[config.mk]
export PLATFORM = sky130hd
export DESIGN_NAME = ram_switch_ctrl_flat
export DESIGN_NICKNAME = d
export VERILOG_FILES = /design/src/rtl/ram_switch_ctrl_if.sv /design/src/rtl/ram_switch_ctrl.sv /design/src/flat_wrapper.sv
export SDC_FILE = /design/constraint.sdc
export NUM_CORES = 1
export LEC_CHECK = 0
export CAP_MARGIN = 10
export CELL_PAD_IN_SITES_DETAIL_PLACEMENT = 1
export CELL_PAD_IN_SITES_GLOBAL_PLACEMENT = 2
export CORE_UTILIZATION = 37
export CTS_CLUSTER_SIZE = 28
export DETAILED_ROUTE_END_ITERATION = 12
export PLACE_DENSITY_LB_ADDON = 0.08
export SETUP_SLACK_MARGIN = 0.5
export SKIP_LAST_GASP = 1
export SLEW_MARGIN = 20
export SYNTH_ARGS = -nofsm -noshare
export SYNTH_HDL_FRONTEND = slang
export SYNTH_SLANG_ARGS = --single-unit
[constraint.sdc]
create_clock -name clk -period 3.2 [get_ports clk]
set_input_delay 0.48 -clock clk [delete_from_list [all_inputs] [get_ports clk]]
set_output_delay 0.48 -clock clk [all_outputs]
set_load 0.05 [all_outputs]
[src/rtl/ram_switch_ctrl_if.sv]
// Button/switch inputs and RAM-side outputs of ram_switch_ctrl, grouped as one bundle.
// master = the controller, slave = whatever drives the switches and watches the RAM port.
interface ram_switch_ctrl_if #(
    parameter int DATA_WIDTH    = 5,
    parameter int ADDRESS_WIDTH = 5
);
    logic                     btn_n;
    logic [ADDRESS_WIDTH-1:0] sw_addr;
    logic [DATA_WIDTH-1:0]    sw_data;
    logic                     scan_mode;
    logic                     wr_en;
    logic [ADDRESS_WIDTH-1:0] address_out;
    logic [DATA_WIDTH-1:0]    data_out;
    logic                     busy;
    logic [7:0]               wr_count;

    modport master (
        input  btn_n, sw_addr, sw_data, scan_mode,
        output wr_en, address_out, data_out, busy, wr_count
    );

    modport slave (
        output btn_n, sw_addr, sw_data, scan_mode,
        input  wr_en, address_out, data_out, busy, wr_count
    );
endinterface

[src/rtl/ram_switch_ctrl.sv]
// Debounced push-button RAM writer: one wr_en pulse per press, switch address shown otherwise.
// Optional auto address scan is compiled in only when RAM_AUTO_SCAN_EN is defined.
module ram_switch_ctrl #(
    parameter int DATA_WIDTH      = 5,
    parameter int ADDRESS_WIDTH   = 5,
    parameter int DEBOUNCE_CYCLES = 500000,
    parameter int SCAN_PERIOD     = 50000000
) (
    input  logic              clk,
    input  logic              rst,
    ram_switch_ctrl_if.master bus
);

    localparam int               CNT_W    = $clog2(DEBOUNCE_CYCLES);
    localparam logic [CNT_W-1:0] CNT_LAST = CNT_W'(DEBOUNCE_CYCLES - 1);

    typedef enum logic [1:0] {IDLE, DEBOUNCE, WRITE, WAIT_RELEASE} state_t;

    state_t                   state_q, state_d;
    logic [CNT_W-1:0]         cnt_q, cnt_d;
    logic                     btn_meta_q, btn_meta_d;
    logic                     btn_s_q, btn_s_d;
    logic [ADDRESS_WIDTH-1:0] addr_q, addr_d;
    logic [DATA_WIDTH-1:0]    data_q, data_d;
    logic                     wr_en_q, wr_en_d;
    logic [7:0]               wr_count_q, wr_count_d;
    logic                     scan_active;
    logic                     scan_step;

`ifdef RAM_AUTO_SCAN_EN
    localparam int                SCAN_W    = (SCAN_PERIOD > 1) ? $clog2(SCAN_PERIOD) : 1;
    localparam logic [SCAN_W-1:0] SCAN_LAST = SCAN_W'(SCAN_PERIOD - 1);

    logic [SCAN_W-1:0] scan_cnt_q, scan_cnt_d;

    // Scan only owns the address while the button FSM is parked in IDLE.
    assign scan_active = bus.scan_mode && (state_q == IDLE);

    always_comb begin
        // NOTE: every always_comb output gets a default first so no path infers a latch.
        scan_cnt_d = '0;
        scan_step  = 1'b0;
        if (scan_active) begin
            if (scan_cnt_q == SCAN_LAST) scan_step = 1'b1;
            else                         scan_cnt_d = scan_cnt_q + SCAN_W'(1);
        end
    end

    always_ff @(posedge clk or posedge rst) begin
        if (rst) scan_cnt_q <= '0;
        else     scan_cnt_q <= scan_cnt_d;
    end
`else
    localparam int unused_scan_period = SCAN_PERIOD;
    logic          unused_scan_mode;

    assign unused_scan_mode = bus.scan_mode;
    assign scan_active      = 1'b0;
    assign scan_step        = 1'b0;
`endif

    // State register
    always_ff @(posedge clk or posedge rst) begin
        // NOTE: sequential state uses non-blocking assignments so all flops update together.
        if (rst) begin
            state_q <= IDLE;
            cnt_q   <= '0;
        end else begin
            state_q <= state_d;
            cnt_q   <= cnt_d;
        end
    end

    // Next-state logic; cnt counts stable pressed (DEBOUNCE) or released (WAIT_RELEASE) cycles.
    always_comb begin
        state_d = state_q;
        cnt_d   = cnt_q;
        case (state_q)
            IDLE: begin
                cnt_d = '0;
                if (btn_s_q && !scan_active) state_d = DEBOUNCE;
            end
            DEBOUNCE: begin
                if (!btn_s_q)                state_d = IDLE;
                else if (cnt_q == CNT_LAST)  state_d = WRITE;
                else                         cnt_d   = cnt_q + CNT_W'(1);
            end
            WRITE: begin
                state_d = WAIT_RELEASE;
                cnt_d   = '0;
            end
            WAIT_RELEASE: begin
                if (btn_s_q)                 cnt_d   = '0;
                else if (cnt_q == CNT_LAST)  state_d = IDLE;
                else                         cnt_d   = cnt_q + CNT_W'(1);
            end
            default: state_d = IDLE;
        endcase
    end

    // Output logic: next values of the registered RAM port and the button synchroniser.
    always_comb begin
        btn_meta_d = ~bus.btn_n;
        btn_s_d    = btn_meta_q;
        addr_d     = addr_q;
        data_d     = data_q;
        wr_en_d    = 1'b0;
        wr_count_d = wr_count_q;
        case (state_q)
            IDLE: begin
                data_d = bus.sw_data;
                if (!scan_active)   addr_d = bus.sw_addr;
                else if (scan_step) addr_d = addr_q + ADDRESS_WIDTH'(1);
            end
            DEBOUNCE: begin
                // Tracking continues right up to the WRITE edge, which is the capture.
                addr_d  = bus.sw_addr;
                data_d  = bus.sw_data;
                wr_en_d = (state_d == WRITE);
            end
            WRITE:   wr_count_d = wr_count_q + 8'd1;
            default: ;
        endcase
    end

    always_ff @(posedge clk or posedge rst) begin
        if (rst) begin
            btn_meta_q <= 1'b0;
            btn_s_q    <= 1'b0;
            addr_q     <= '0;
            data_q     <= '0;
            wr_en_q    <= 1'b0;
            wr_count_q <= '0;
        end else begin
            btn_meta_q <= btn_meta_d;
            btn_s_q    <= btn_s_d;
            addr_q     <= addr_d;
            data_q     <= data_d;
            wr_en_q    <= wr_en_d;
            wr_count_q <= wr_count_d;
        end
    end

    assign bus.wr_en       = wr_en_q;
    assign bus.address_out = addr_q;
    assign bus.data_out    = data_q;
    assign bus.busy        = (state_q != IDLE);
    assign bus.wr_count    = wr_count_q;

endmodule
[src/flat_wrapper.sv]
// flat-port wrapper written by rule: the top's interface ports become plain ports
module ram_switch_ctrl_flat 
#(
    parameter int DATA_WIDTH      = 5,
    parameter int ADDRESS_WIDTH   = 5,
    parameter int DEBOUNCE_CYCLES = 500000,
    parameter int SCAN_PERIOD     = 50000000
)
  (clk, rst, bus_btn_n, bus_sw_addr, bus_sw_data, bus_scan_mode, bus_wr_en, bus_address_out, bus_data_out, bus_busy, bus_wr_count);
  ram_switch_ctrl_if #(.DATA_WIDTH(DATA_WIDTH), .ADDRESS_WIDTH(ADDRESS_WIDTH)) bus_i ();
  input  logic clk;
  input  logic rst;
  input wire logic [$bits(bus_i.btn_n)-1:0] bus_btn_n;
  input wire logic [$bits(bus_i.sw_addr)-1:0] bus_sw_addr;
  input wire logic [$bits(bus_i.sw_data)-1:0] bus_sw_data;
  input wire logic [$bits(bus_i.scan_mode)-1:0] bus_scan_mode;
  output wire logic [$bits(bus_i.wr_en)-1:0] bus_wr_en;
  output wire logic [$bits(bus_i.address_out)-1:0] bus_address_out;
  output wire logic [$bits(bus_i.data_out)-1:0] bus_data_out;
  output wire logic [$bits(bus_i.busy)-1:0] bus_busy;
  output wire logic [$bits(bus_i.wr_count)-1:0] bus_wr_count;
  assign bus_i.btn_n = bus_btn_n;
  assign bus_i.sw_addr = bus_sw_addr;
  assign bus_i.sw_data = bus_sw_data;
  assign bus_i.scan_mode = bus_scan_mode;
  assign bus_wr_en = bus_i.wr_en;
  assign bus_address_out = bus_i.address_out;
  assign bus_data_out = bus_i.data_out;
  assign bus_busy = bus_i.busy;
  assign bus_wr_count = bus_i.wr_count;
  ram_switch_ctrl #(.DATA_WIDTH(DATA_WIDTH), .ADDRESS_WIDTH(ADDRESS_WIDTH), .DEBOUNCE_CYCLES(DEBOUNCE_CYCLES), .SCAN_PERIOD(SCAN_PERIOD)) u_core (.clk(clk), .rst(rst), .bus(bus_i));
endmodule
**Yosys cells after proc, flatten, opt, wreduce, memory -nomap -nowiden**

Cells that the tools add are included.
Widths: inputs -> output; s select.

- Input port bits: 14
- Register bits: 42
- Memories kept: 0
- Latch bits: 0
- ROM bits: 0
- RAM bits: 0

- Magnitude comparators: 0
- Shift operators: 0
- Muxes and demuxes: 11
- Bitwise logic cells: 1
- Divide/modulo/power cells: 0
- Reduce and logical (&&, ||, !) cells: 4
- Multipliers: 0
- Add/sub/neg operators: 2
- Eq/ne operators: 6

Operator list:

| kind | count |
|---|---|
| $mux 19 | 3 |
| $pmux 19 s3 | 1 |
| $add 19x1->19 const B | 1 |
| $eq 19x19->1 const B | 1 |
| $mux 2 | 5 |
| $add 8x1->8 const B | 1 |
| $pmux 2 s4 | 1 |
| $eq 2x2->1 const B | 3 |
| $reduce_or 2->1 | 2 |
| $eq 2x1->1 const B | 1 |
| $logic_not 2->1 | 1 |
| $ne 2x1->1 const B | 1 |
| $reduce_bool 2->1 | 1 |
| $mux 1 | 1 |
| $not 1->1 | 1 |

**Depth between registers and ports, before layout**

- Depth after elaboration: 6
- Gate-level depth with buffers: 6

**Worst setup path after synthesis**

No wires, ideal clock.

- Kind: reg2out
- Start: register u_core.state_q[1]
- End: output bus_busy
- Path slack: 1579 ps
- Arrival time: 1141 ps
- Data required time: 2720 ps
- Stages on the path, launching flop included: 4
- Cells stage by stage: dfrtp_1 -> buf_2 -> buf_1 -> or2_2

- Word-level cells in the longest chain between the ends: 1

Ends and longest elaborated chain:

| element | line | RTL |
|---|---|---|
| start: declaration | ram_switch_ctrl.sv:19 | `state_t state_q, state_d;` |
| start signal: assignment | ram_switch_ctrl.sv:69 | `state_q <= state_d;` |
| $reduce_bool 2->1 | ram_switch_ctrl.sv:147 | `assign bus.busy = (state_q != IDLE);` |
| end: declaration | flat_wrapper.sv:20 | `output wire logic [$bits(bus_i.busy)-1:0] bus_busy;` |

Every way passes these cells.

**Final worst setup path**

Same ends and word-level chain as after synthesis.

==> summary.txt <==
Place
  – Port bufs: 32
  – Placed instance count: 270
  – Final GP Congestion: 0.821
  – DP HPWL: 3.35 mm

Floorplanning
  – Die width: 75.3 um
  – Die H: 75.3 um
  – Initial Util: 38.6%
  – Die area: 5660 sq um
  – Core Rows: 26
  – I/O pin cnt: 34
  – Core Region: 5140 sq um

Min path
  – Hold_sp: u_core.btn_meta_q$_DFF_PP0_
  – Hold Crit Class: reg2reg

Finish
  – Number of diodes: 0
  – Layout area overhead: 23.8%
  – Net count, final: 223
  – Final non-filler cell total: 278
  – Share of cells above drive strength 1: 12.5%
  – FILL cells: 581

Logic synthesis
  – Post-synthesis sequential area ratio: 52.9%
  – Largest family of logic cells by synthesized area: simple AND/OR/NAND/NOR gates
  – Compound-Gate Fraction of Synth Area: 13.4%
  – Synth warn: 0
  – Xor and xnor fraction of the mapped netlist area: 3.97%
  – Top_reg_cell synth: dfrtp_1
  – Area leader, netlist: dfrtp_1
  – Post-Synth Adder-Cell Area: 1.26%
  – Mean area per synthesized cell: 11.4 sq um
  – Mapped Area: 1990 sq um
  – Synth top area cells: dfrtp_1, mux2_2, a21oi_1
  – Synth cell types: 42
  – Simple-gate portion of the synthesized area: 17.6%
  – Post-synthesis mux area share: 6.81%
  – #FFs+latches synth: 42
  – Post-synth top area share: 52.9%
  – EDFF count, synth: 0
  – Asr flop ratio synth: 100%
  – Syn Inst Count: 174
  – Post-Syn Nets: 190

Pwr
  – Static leakage: 0.00103 uW
  – PD cells: 432 nW/um^2
  – Pwr Total: 1060 uW
  – Peak supply drop: 242 uV

GRT
  – First-pass GRT wire length: 7.93 mm
  – Gr ovfl total: 0
  – GR Util All Layers: 18.9%
  – Number of global-route vias before repair: 1651
  – Initial antenna violation count: 0
  – Met2 usage: 33.7%
  – GRT Max-Usage Layer: met2
  – Met1 Resource Use GR: 22.3%
  – Met3 Usage GRT: 4.28%
  – Largest net degree at the start of global routing: 43

STA
  – Max-slew violations: 0
  – Setup total negative slack: 0 ns
  – Period minus WS final: 2.31 ns
  – Worst slew margin: 31.3%
  – Worst-Margin Slew: 1.02 ns
  – Worst hold margin: 0.360 ns
  – Final Cycle Share: 72.1%
  – Final setup fails: 0
  – Unrepaired setup endpoints after global routing: false
  – FMAX: 0.433 GHz
  – Fin. Hold Viols: 0
  – Clock skew: 0.00722 ns

Critical path
  – Crit. Startpoint: u_core.state_q[1]$_DFF_PP0_
  – CP bufs+invs: 1
  – CP Cell Sequence: or2_2 -> clkdlybuf4s50_1
  – CP max stage cell: clkdlybuf4s50_1
  – Critical Path Fanout Max: 12
  – Critical path arrival: 1.83 ns
  – Type of origin of the critical path: register
  – CP endpoint kind: primary output
  – Worst EP required: 2.72 ns
  – Max stage delay on crit path: 0.70 ns
  – Crit path kind: reg2out
  – CP delay by family, top: buffers and inverters
  – Reg2reg start: u_core.state_q[1]$_DFF_PP0_

Clocking
  – Clk_lat worst skew: 0.29 ns
  – CTS tree: built
  – Number of hold buffers added after CTS: 0
  – Cts bufs inserted: 5
  – Post-CTS setup buffers: 0
  – Root buf cell: clkbuf_8
  – CTS Buffer Depth: 2
  – Clock slew at reported path FFs: 0.08 ns
  – Clock sink count: 42
  – CTS H-tree lvls: 2
  – CTS resizes: 0

Detailed routing
  – Drt wl/cell: 16.9 um
  – Post-route ant nets: 0
  – Vias: 1554
  – Drt via density: 5.59
  – Residual DRC count: 0
  – First-pass iteration count of the detailed router: 4
  – Total Wirelength: 4.69 mm
  – Starting DRT DRC Count: 63

Status
  – Status: finished clean

Run
  – Max_cap viols: 0
-- registers in the layout, summed over array words and instances (netlist names) --
register / count
u_core.btn_meta_q: 1
u_core.btn_s_q: 1
u_core.bus.address_out: 5
u_core.bus.data_out: 5
u_core.bus.wr_count: 8
u_core.bus.wr_en: 1
u_core.cnt_q: 19
u_core.state_q: 2
-- worst register-to-register path, cell delays in order (launching register included) --
cell      delay (ns)
dfrtp_1         0.51
a21boi_0        0.84
o311ai_0        0.41
o41ai_1         0.15
-- cells in the final DEF (no fill, tap or decap), types with 5 or more instances in the layout --
cell type         n
inv_1             5
mux2_2           12
or3_1             5
o21ai_0           7
nor2_1            5
a21oi_1          14
clkdlybuf4s50_1  32
dfrtp_1          42
nand4_1           9
clkbuf_8          5
nand3_1           7
nand2_1           6
xnor2_1           5
-- logic make-up (layout without fill, tap and decap cells) --
| kind of cell | Yosys count | after routing |
|---|---|---|
| multiplexers | 12 | 12 |
| buffers and inverters | 13 | 47 |
| XOR/XNOR | 9 | 9 |
| AO/OA/AOI/OAI | 40 | 40 |
| flip-flops | 42 | 42 |
| adder cells (fa/ha/maj) | 2 | 2 |
| AND/OR/NAND/NOR | 56 | 56 |
-- synth_stat cells, drive strengths merged (2+ instances only) --
master  number
a21oi       14
a311oi       2
and3         4
and4         4
buf          8
dfrtp       42
ha           2
inv          5
mux2        12
nand2        7
nand2b       2
nand3        7
nand4        9
nor2         5
nor4bb       2
o21ai        8
o311a        2
o311ai       2
o31ai        4
o41ai        2
or3          5
or4          4
xnor2        5
xor2         4
-- path summary, 6_finish.rpt --
kind / to / slack [ns] / cells after the start
setup / recovery: bus_busy / 0.89 / 2
hold / removal: u_core.btn_s_q$_DFF_PP0_ / 0.36 / 0
setup reg to reg: u_core.cnt_q[7]$_DFFE_PP0P_ / 1.19 / 3
hold reg to reg: u_core.btn_s_q$_DFF_PP0_ / 0.36 / 0
max in group asynchronous: u_core.bus.wr_en$_DFF_PP0_ / 2.20 / 3
min in group asynchronous: u_core.bus.data_out[2]$_DFFE_PP0P_ / 0.63 / 3
-- power breakdown --
| group | internal [uW] | switching (uW) | leakage [uW] |
|---|---|---|---|
| registers | 542 | 8.98 | 0.000555 |
| clock network | 230 | 188 | 0.0000579 |
| logic | 37.3 | 56.6 | 0.000418 |
-- per-layer routing --
metal / part of all wire [%] / vias up
met5: 0 / -
met4: 1.6 / 0
met3: 3.8 / 8
met2: 52 / 27
met1: 43 / 796
li1: - / 723
-- layout make-up --
type / count / area [sq um] / share of cell area (%)
sequential: 42 / 1050 / 42.8
multi-input combinational: 119 / 856 / 34.8
timing repair buffer: 34 / 335 / 13.6
tap: 70 / 87.6 / 3.56
clock buffer: 5 / 68.8 / 2.80
clock inverter: 3 / 40.0 / 1.63
inverter: 5 / 18.8 / 0.764
-- per-stage QoR --
| step | utilization [%] | setup slack (ns) | cell area, sq um |
|---|---|---|---|
| detailed placement | 45.7 | 1.19 | 2350 |
| CTS | 47.8 | 0.858 | 2460 |
| finish | 47.8 | 0.892 | 2460 |
| global placement | 45.7 | 1.20 | 2350 |
| global route | 47.8 | 0.822 | 2460 |
| floorplan | - | 1.58 | 1990 |
(Power assumes the default switching activity.)
